## config.mk

```make
export PLATFORM = sky130hd
export DESIGN_NAME = fetch_ctrl
export DESIGN_NICKNAME = d
export VERILOG_FILES = /design/src/rtl/fetch_pkg.sv /design/src/rtl/fetch_ctrl.sv
export SDC_FILE = /design/constraint.sdc
export NUM_CORES = 1
export LEC_CHECK = 0
export CAP_MARGIN = 10
export CORE_ASPECT_RATIO = 0.8
export CORE_MARGIN = 2
export CORE_UTILIZATION = 45
export DETAILED_ROUTE_END_ITERATION = 7
export MAX_ROUTING_LAYER = met4
export PLACE_DENSITY = 0.87
export SLEW_MARGIN = 20
export SYNTH_ARGS = -nofsm -noshare
export SYNTH_HDL_FRONTEND = slang
export SYNTH_SLANG_ARGS = --single-unit
```

## constraint.sdc

```tcl
create_clock -name clk -period 6.2 [get_ports clk]
set_input_delay 1.86 -clock clk [delete_from_list [all_inputs] [get_ports clk]]
set_output_delay 1.86 -clock clk [all_outputs]
set_load 0.02 [all_outputs]
```

## src/rtl/fetch_pkg.sv

```systemverilog
// Shared types and constants for the instruction-fetch controller.
//   WORD_W           : PC / instruction word width
//   OPC_MSB/OPC_LSB  : opcode field position inside an instruction word
//   fetch_state_e    : fetch controller states
package fetch_pkg;

  localparam int unsigned WORD_W  = 16;
  localparam int unsigned OPC_MSB = 15;
  localparam int unsigned OPC_LSB = 12;

  typedef enum logic [1:0] {
    FETCH_REQ  = 2'd0,
    FETCH_WAIT = 2'd1,
    FETCH_HOLD = 2'd2,
    FETCH_HALT = 2'd3
  } fetch_state_e;

endpackage

```

## src/rtl/fetch_ctrl.sv

```systemverilog
// Instruction-fetch controller for the 16-bit pipelined core.
// Requests one instruction at a time from a variable-latency instruction
// memory, presents it to IF/ID over valid/ready, advances the PC register
// and handles branch redirects and the halt opcode.
//
// Ports:
//   clk, rst                 clock, synchronous active-high reset
//   pc_current               PC register value
//   pc_new, pc_wen           next PC value and its write enable
//   imem_req, imem_addr      one-cycle read request and address
//   imem_valid, imem_data    read response
//   redirect, redirect_pc    taken branch/jump from EX and its target
//   instr_valid/ready        handshake to IF/ID
//   instr, instr_pc          presented instruction and its address
//   stall_cnt                stall cycle counter (FETCH_CTRL_PERF_CNT_EN only)
//   halted                   fetch stopped on HALT_OPC
//
// Build option: define FETCH_CTRL_PERF_CNT_EN to add the saturating
// stall_cnt output (cycles in WAIT plus back-pressured cycles in HOLD).
module fetch_ctrl
  import fetch_pkg::*;
#(
  parameter logic [WORD_W-1:0] PC_INC   = 16'd2,
  parameter logic [3:0]        HALT_OPC = 4'hF,
  parameter logic [WORD_W-1:0] RESET_PC = 16'h0000
) (
  input  logic              clk,
  input  logic              rst,
  input  logic [WORD_W-1:0] pc_current,
  output logic [WORD_W-1:0] pc_new,
  output logic              pc_wen,
  output logic              imem_req,
  output logic [WORD_W-1:0] imem_addr,
  input  logic              imem_valid,
  input  logic [WORD_W-1:0] imem_data,
  input  logic              redirect,
  input  logic [WORD_W-1:0] redirect_pc,
  output logic              instr_valid,
  input  logic              instr_ready,
  output logic [WORD_W-1:0] instr,
  output logic [WORD_W-1:0] instr_pc,
`ifdef FETCH_CTRL_PERF_CNT_EN
  output logic [15:0]       stall_cnt,
`endif
  output logic              halted
);

  fetch_state_e      state, state_nxt;
  logic              drop_q, drop_nxt;
  logic [WORD_W-1:0] req_pc_q;
  logic              capture, clr_valid, set_halted, clr_halted;

  assign imem_addr = pc_current;

  always_comb begin
    state_nxt  = state;
    drop_nxt   = drop_q;
    pc_new     = pc_current;
    pc_wen     = 1'b0;
    imem_req   = 1'b0;
    capture    = 1'b0;
    clr_valid  = 1'b0;
    set_halted = 1'b0;
    clr_halted = 1'b0;
    if (rst) begin
      pc_new = RESET_PC;
      pc_wen = 1'b1;
    end else if (redirect) begin
      // No request is issued in a redirect cycle: its address would be stale.
      pc_new     = redirect_pc;
      pc_wen     = 1'b1;
      clr_valid  = 1'b1;
      clr_halted = 1'b1;
      state_nxt  = FETCH_REQ;
      if (state == FETCH_WAIT) begin
        // A response arriving in this cycle is simply discarded; otherwise
        // the one still in flight must be swallowed when it turns up.
        drop_nxt = !imem_valid;
        if (!imem_valid) begin
          state_nxt = FETCH_WAIT;
        end
      end
    end else begin
      unique case (state)
        FETCH_REQ: begin
          imem_req  = 1'b1;
          state_nxt = FETCH_WAIT;
        end
        FETCH_WAIT: begin
          if (imem_valid) begin
            if (drop_q) begin
              drop_nxt  = 1'b0;
              state_nxt = FETCH_REQ;
            end else begin
              capture   = 1'b1;
              pc_new    = req_pc_q + PC_INC;
              pc_wen    = 1'b1;
              state_nxt = (imem_data[OPC_MSB:OPC_LSB] == HALT_OPC) ? FETCH_HALT
                                                                   : FETCH_HOLD;
            end
          end
        end
        FETCH_HOLD: begin
          if (instr_ready) begin
            clr_valid = 1'b1;
            state_nxt = FETCH_REQ;
          end
        end
        FETCH_HALT: begin
          if (instr_valid && instr_ready) begin
            clr_valid  = 1'b1;
            set_halted = 1'b1;
          end
        end
        default: state_nxt = FETCH_REQ;
      endcase
    end
  end

  always_ff @(posedge clk) begin
    if (rst) begin
      state       <= FETCH_REQ;
      drop_q      <= 1'b0;
      req_pc_q    <= '0;
      instr_valid <= 1'b0;
      instr       <= '0;
      instr_pc    <= '0;
      halted      <= 1'b0;
    end else begin
      state  <= state_nxt;
      drop_q <= drop_nxt;
      if (imem_req) begin
        req_pc_q <= pc_current;
      end
      if (capture) begin
        instr       <= imem_data;
        instr_pc    <= req_pc_q;
        instr_valid <= 1'b1;
      end else if (clr_valid) begin
        instr_valid <= 1'b0;
      end
      if (clr_halted) begin
        halted <= 1'b0;
      end else if (set_halted) begin
        halted <= 1'b1;
      end
    end
  end

`ifdef FETCH_CTRL_PERF_CNT_EN
  always_ff @(posedge clk) begin
    if (rst) begin
      stall_cnt <= '0;
    end else if (((state == FETCH_WAIT) || (state == FETCH_HOLD && !instr_ready))
                 && (stall_cnt != '1)) begin
      stall_cnt <= stall_cnt + 16'd1;
    end
  end
`endif

endmodule

```

; After elaboration in Yosys (flattened, before gate mapping)
; Index checks and enable logic that the tools add are counted.
[classes]
add_sub_neg = 1
n_eq_ne = 6
muxes = 39
reduce_logical = 9
[ops]
columns = op, n
row1 = $mux 16, 5
row2 = $mux 1, 28
row3 = $add 16x2->16 const B, 1
row4 = $mux 2, 4
row5 = $ne 3x3->1 const B, 2
row6 = $pmux 2 s3, 1
row7 = $eq 2x2->1 const B, 2
row8 = $eq 4x4->1 const B, 1
row9 = $reduce_bool 2->1, 2
row10 = $reduce_bool 4->1, 1
row11 = $reduce_and 3->1, 1
row12 = $eq 2x1->1 const B, 1
row13 = $logic_not 2->1, 1
row14 = $pmux 1 s2, 1
row15 = $reduce_and 2->1, 1
row16 = $reduce_or 2->1, 1
row17 = $logic_and 1x1->1, 1
row18 = $logic_not 1->1, 1
[word_totals]
regBits = 53
input_bits = 53
output_inout_bits = 68
word_cells = 62

; Depth between registers and ports, before layout
; Gate-level depths: netlist of run 1.
[depth]
ltp_word = 7
mapped_depth = 7
depth_no_buf = 5

; Worst setup path before layout of run 1
; OpenSTA, ideal clock, no wires.
[synth_path]
path_type = input port to output port
start = input imem_valid
end = output pc_new[0]
arrival_time_ns = 3.004
required_time_ns = 4.340
slack_ns = 1.336
stages = 4
n_path_buf = 1
path_cell_list = and4bb_2 buf_2 nand2_1 a311oi_1
[synth_via]
elab_chain_cells = 4
[synth_lines]
columns = item, line_no
row1 = "start, declared", fetch_ctrl.sv:34  ; input logic imem_valid,
row2 = $mux 16, fetch_ctrl.sv:90  ; if (imem_valid) begin
row3 = $mux 16, fetch_ctrl.sv:84  ; unique case (state)
row4 = $mux 16, fetch_ctrl.sv:68  ; end else if (redirect) begin
row5 = $mux 16, fetch_ctrl.sv:65  ; if (rst) begin
row6 = "end, declared", fetch_ctrl.sv:30  ; output logic [WORD_W-1:0] pc_new,
; No other way between the ends.

; Worst setup path after layout of run 1
[layout_path]
start = input imem_valid
end = output pc_new[2]
; The elaborated chain is that of the path after synthesis.

==> run_results.csv, run 1 <==
group,metric,value,unit
floorplan,start_util,47.3,%
synth,synth_common_cells,"83 x nand2_1, 53 x dfxtp_1, 41 x a21oi_1",
critical_path,r2r_setup_slack,4.31,ns
critical_path,path_buf_inv,2,
sta,clock.fmax,0.171,GHz
synth,yosys.area.top_type,"dfxtp_1",
synth,yosysSeqAreaShare,40.4,%
floorplan,pin_count,121,
flow_run,maxCapViolCount,0,
clocking,cts_tree,"done",
critical_path,crit_end,"pc_new[2]",
synth,yosys.cell_types.count,45,
pwr,ir_drop,0.119,mV
detailed_routing,wire_per_inst,15.0,um
detailed_routing,drt_iter0_drc,195,
synth,synth_mux_area_share,0.762,%
critical_path,crit_fanout,16,
floorplan,rows,24,
global_route,antenna_found_initial,0,
critical_path,worst_ep_arrival_time,4.00,ns
final_layout,diodes,0,
sta,post-route-min-period,5.86,ns
critical_path,path_class,"input pin to output port",
synth,ys.flop_type,"dfxtp_1",
floorplan,design.die.area,6470,sq um
synth,synth_edf_count,0,
clocking,insertion_delay,0.31,ns
clocking,cts_num_sinks,53,
detailed_routing,via_per_inst,5.48,
pwr,power_report.internal_total,0.000513,W
sta,hold_violations,0,
clocking,cts_resized,0,
sta,max-slew-margin-rel,50.4,%
final_layout,final_nets,485,
pwr,power_frac_clock,27.1,%
sta,fin_setup_tns,0,ns
synth,async_reset_ff_share,0,%
detailed_routing,ant_nets,0,
clocking,path_clk_slew,0.09,ns
global_route,grt_max_degree,36,
final_layout,drive_above_1_share,5.79,%
synth,synth_compound_area_share,23.9,%
global_route,first_global_vias,2520,
critical_path,rr_startpoint,"state[0]",
critical_path,startpoint,"imem_valid",
pwr,switchingPower,0.000207,W
synth,ys_top_cells_by_area,"dfxtp_1 40%, nand2_1 12%, a21oi_1 7.8%",
floorplan,die_y,72.3,um
outcome,status,"complete, no violations",
critical_path,crit_chain,"clkdlybuf4s50_1, and4bb_2, nand2_1, a311oi_1, clkdlybuf4s50_1",
critical_path,path_common_cell,"clkdlybuf4s50_1",
critical_path,end_kind,"output port",
clocking,cts-root-buf,"clkbuf_8",
sta,setup_violations,0,
place,port_buffers,120,
sta,finalCritPeriodShare,94.6,%
global_route,overflow,0,
sta,worstMarginPinSlew,0.743,ns
global_route,grt_pass1_wl,12.0,mm
final_layout,synthToLayoutAreaGrowth,45.9,%
clocking,hold_buffers,0,
sta,clock-skew-final,0.00260,ns
final_layout,design_area,3830,sq um
synth,synth_fp_nets,392,
synth,synthSimpleGateAreaFrac,22.8,%
synth,syn_inst,338,
detailed_routing,routed_wl,7.67,mm
detailed_routing,vias,2795,
floorplan,coreArea,5560,sq um
critical_path,cp_top_family,"buffers and inverters",
synth,synthAdderAreaFrac,0.476,%
clocking,h-tree-depth,2,
sta,grt_setup_unrepaired,"false",
pwr,p_leak,1.29,nW
synth,synth_seq_cells,53,
critical_path,timing.rr.end,"instr_pc[0]",
pwr,comb_power_share,22.0,%
pwr,cellPowerDensity,188,nW/um^2
critical_path,slowest_delay,0.68,ns
critical_path,critPathLaunchType,"input pin",
synth,synth.top_cell.area_share,40.4,%
synth,synth_area_per_cell,7.77,sq um
critical_path,ff2ff_path_depth,4,
detailed_routing,drtPass1Iterations,5,
hold_path,holdCritPathClass,"flip-flop to flip-flop",
global_route,grt_util_all_layers,24.0,%
place,place_area,3740,sq um
detailed_routing,drcViolationCount,0,
clocking,cts_buffer_depth,2,
sta,drv_slew,0,
place,dp_hpwl,5.63,mm
clocking,numCtsBuffers,5,
pwr,p_seq_share,50.9,%
place,pre_cts_ws,0.377,ns
synth,synthXorXnorAreaFrac,1.67,%
synth,synth_top_family_by_area,"compound AO/OA/AOI/OAI gates",
floorplan,die_x,89.4,um
synth,yosys_warnings,0,
sta,fin_ws,0.335,ns
critical_path,crit_slowest_cell,"clkdlybuf4s50_1",
pwr,switching_share,28.8,%
place,place_congestion,0.893,
pwr,power,0.000720,W
critical_path,required,4.34,ns
clocking,cts_setup_buffers,0,
synth,syn-cell-area,2630,sq um
critical_path,crit_cells,5,
synth,synth.most_common_cell,"nand2_1",
## kinds of logic (layout without fill, tap and decap cells)
group,after synthesis,count (layout)
AOI/OAI and AO/OA,99,99
xor gates and xnor gates,5,5
adders and majority gates,1,1
buffers and inverters,48,142
DFF,53,53
muxes,2,2
and+or+nand+nor,130,130
## power by group through the flow
stage	clock network, W	registers (W)	logic, W
after global routing	0.000210	0.000369	0.000170
after detailed placement	0	0.000374	0.000158
after CTS	0.000196	0.000366	0.000158
after global placement	0	0.000374	0.000155
after floorplan	0	0.000372	0.0000816
final	0.000195	0.000367	0.000159
## metrics by stage
stage	std cells	hold slack [ns]	util, %
floorplan	338	0.445	-
global placement	502	0.441	67.3
detailed placement	502	0.450	67.3
CTS	510	0.463	68.9
global route	510	0.473	69.0
finish	510	0.458	69.0
## worst min-delay path by stage
| stage | endpoint | depth (start not counted) | from |
|---|---|---|---|
| floorplan | instr_pc[0] | 2 | req_pc_q[0] |
| global placement | instr[15] | 2 | instr[15] |
| detailed placement | instr[2] | 2 | instr[2] |
| CTS | instr[2] | 2 | instr[2] |
| global route | instr[6] | 2 | instr[6] |
| finish | instr[13] | 2 | instr[13] |
## registers in the layout, indices dropped and copies added (netlist names)
name,count
state,2
instr_valid,1
instr_pc,16
req_pc_q,16
drop_q,1
instr,16
halted,1
## per-layer routing
layer / GRT usage (%) / vias up / wire, um
li1: - / 1346 / -
met1: 32.4 / 1300 / 3340
met2: 37.2 / 137 / 3690
met3: 4.66 / 12 / 547
met4: 6.14 / 0 / 89
met5: - / - / 0
## layout make-up
class | count | area [sq um]
Timing Repair Buffer | 128 | 1260
Tap cell | 78 | 97.6
Fill cell | 485 | 1720
Clock buffer | 6 | 72.6
Clock inverter | 2 | 15.0
Inverter | 6 | 22.5
Multi-Input combinational cell | 237 | 1310
Sequential cell | 53 | 1060
## worst register-to-register path: stages, from the launching register on
cell      delay, ns
dfxtp_1        0.53
and4bb_2       0.51
nand2_2        0.44
nand2_1        0.21
a21oi_1        0.08
## layout by cell type (no fill, tap or decap), drive strengths merged, types with 2 or more instances in the layout
cell type	netlist	final
mux2i	2	2
dfxtp	53	53
nand4	3	3
o31a	3	3
buf	32	9
inv	6	6
clkdlybuf4s50	0	119
a211oi	3	3
a21oi	42	42
xnor2	5	5
nand3	7	7
a21o	4	4
a22o	16	16
nor2	17	17
clkbuf	10	6
a311oi	2	2
nor3	5	5
o22ai	3	3
nor4	6	6
o211ai	2	2
o21ai	16	16
o31ai	2	2
nand2	83	83
clkinvlp	0	2
(Power assumes the default switching activity.)
==> run 2: changes to the inputs <==
SKIP_LAST_GASP = 1   (was not set)
==> results of run 2 <==
No change in the layout: final DEF, timing and power equal those of run 1.
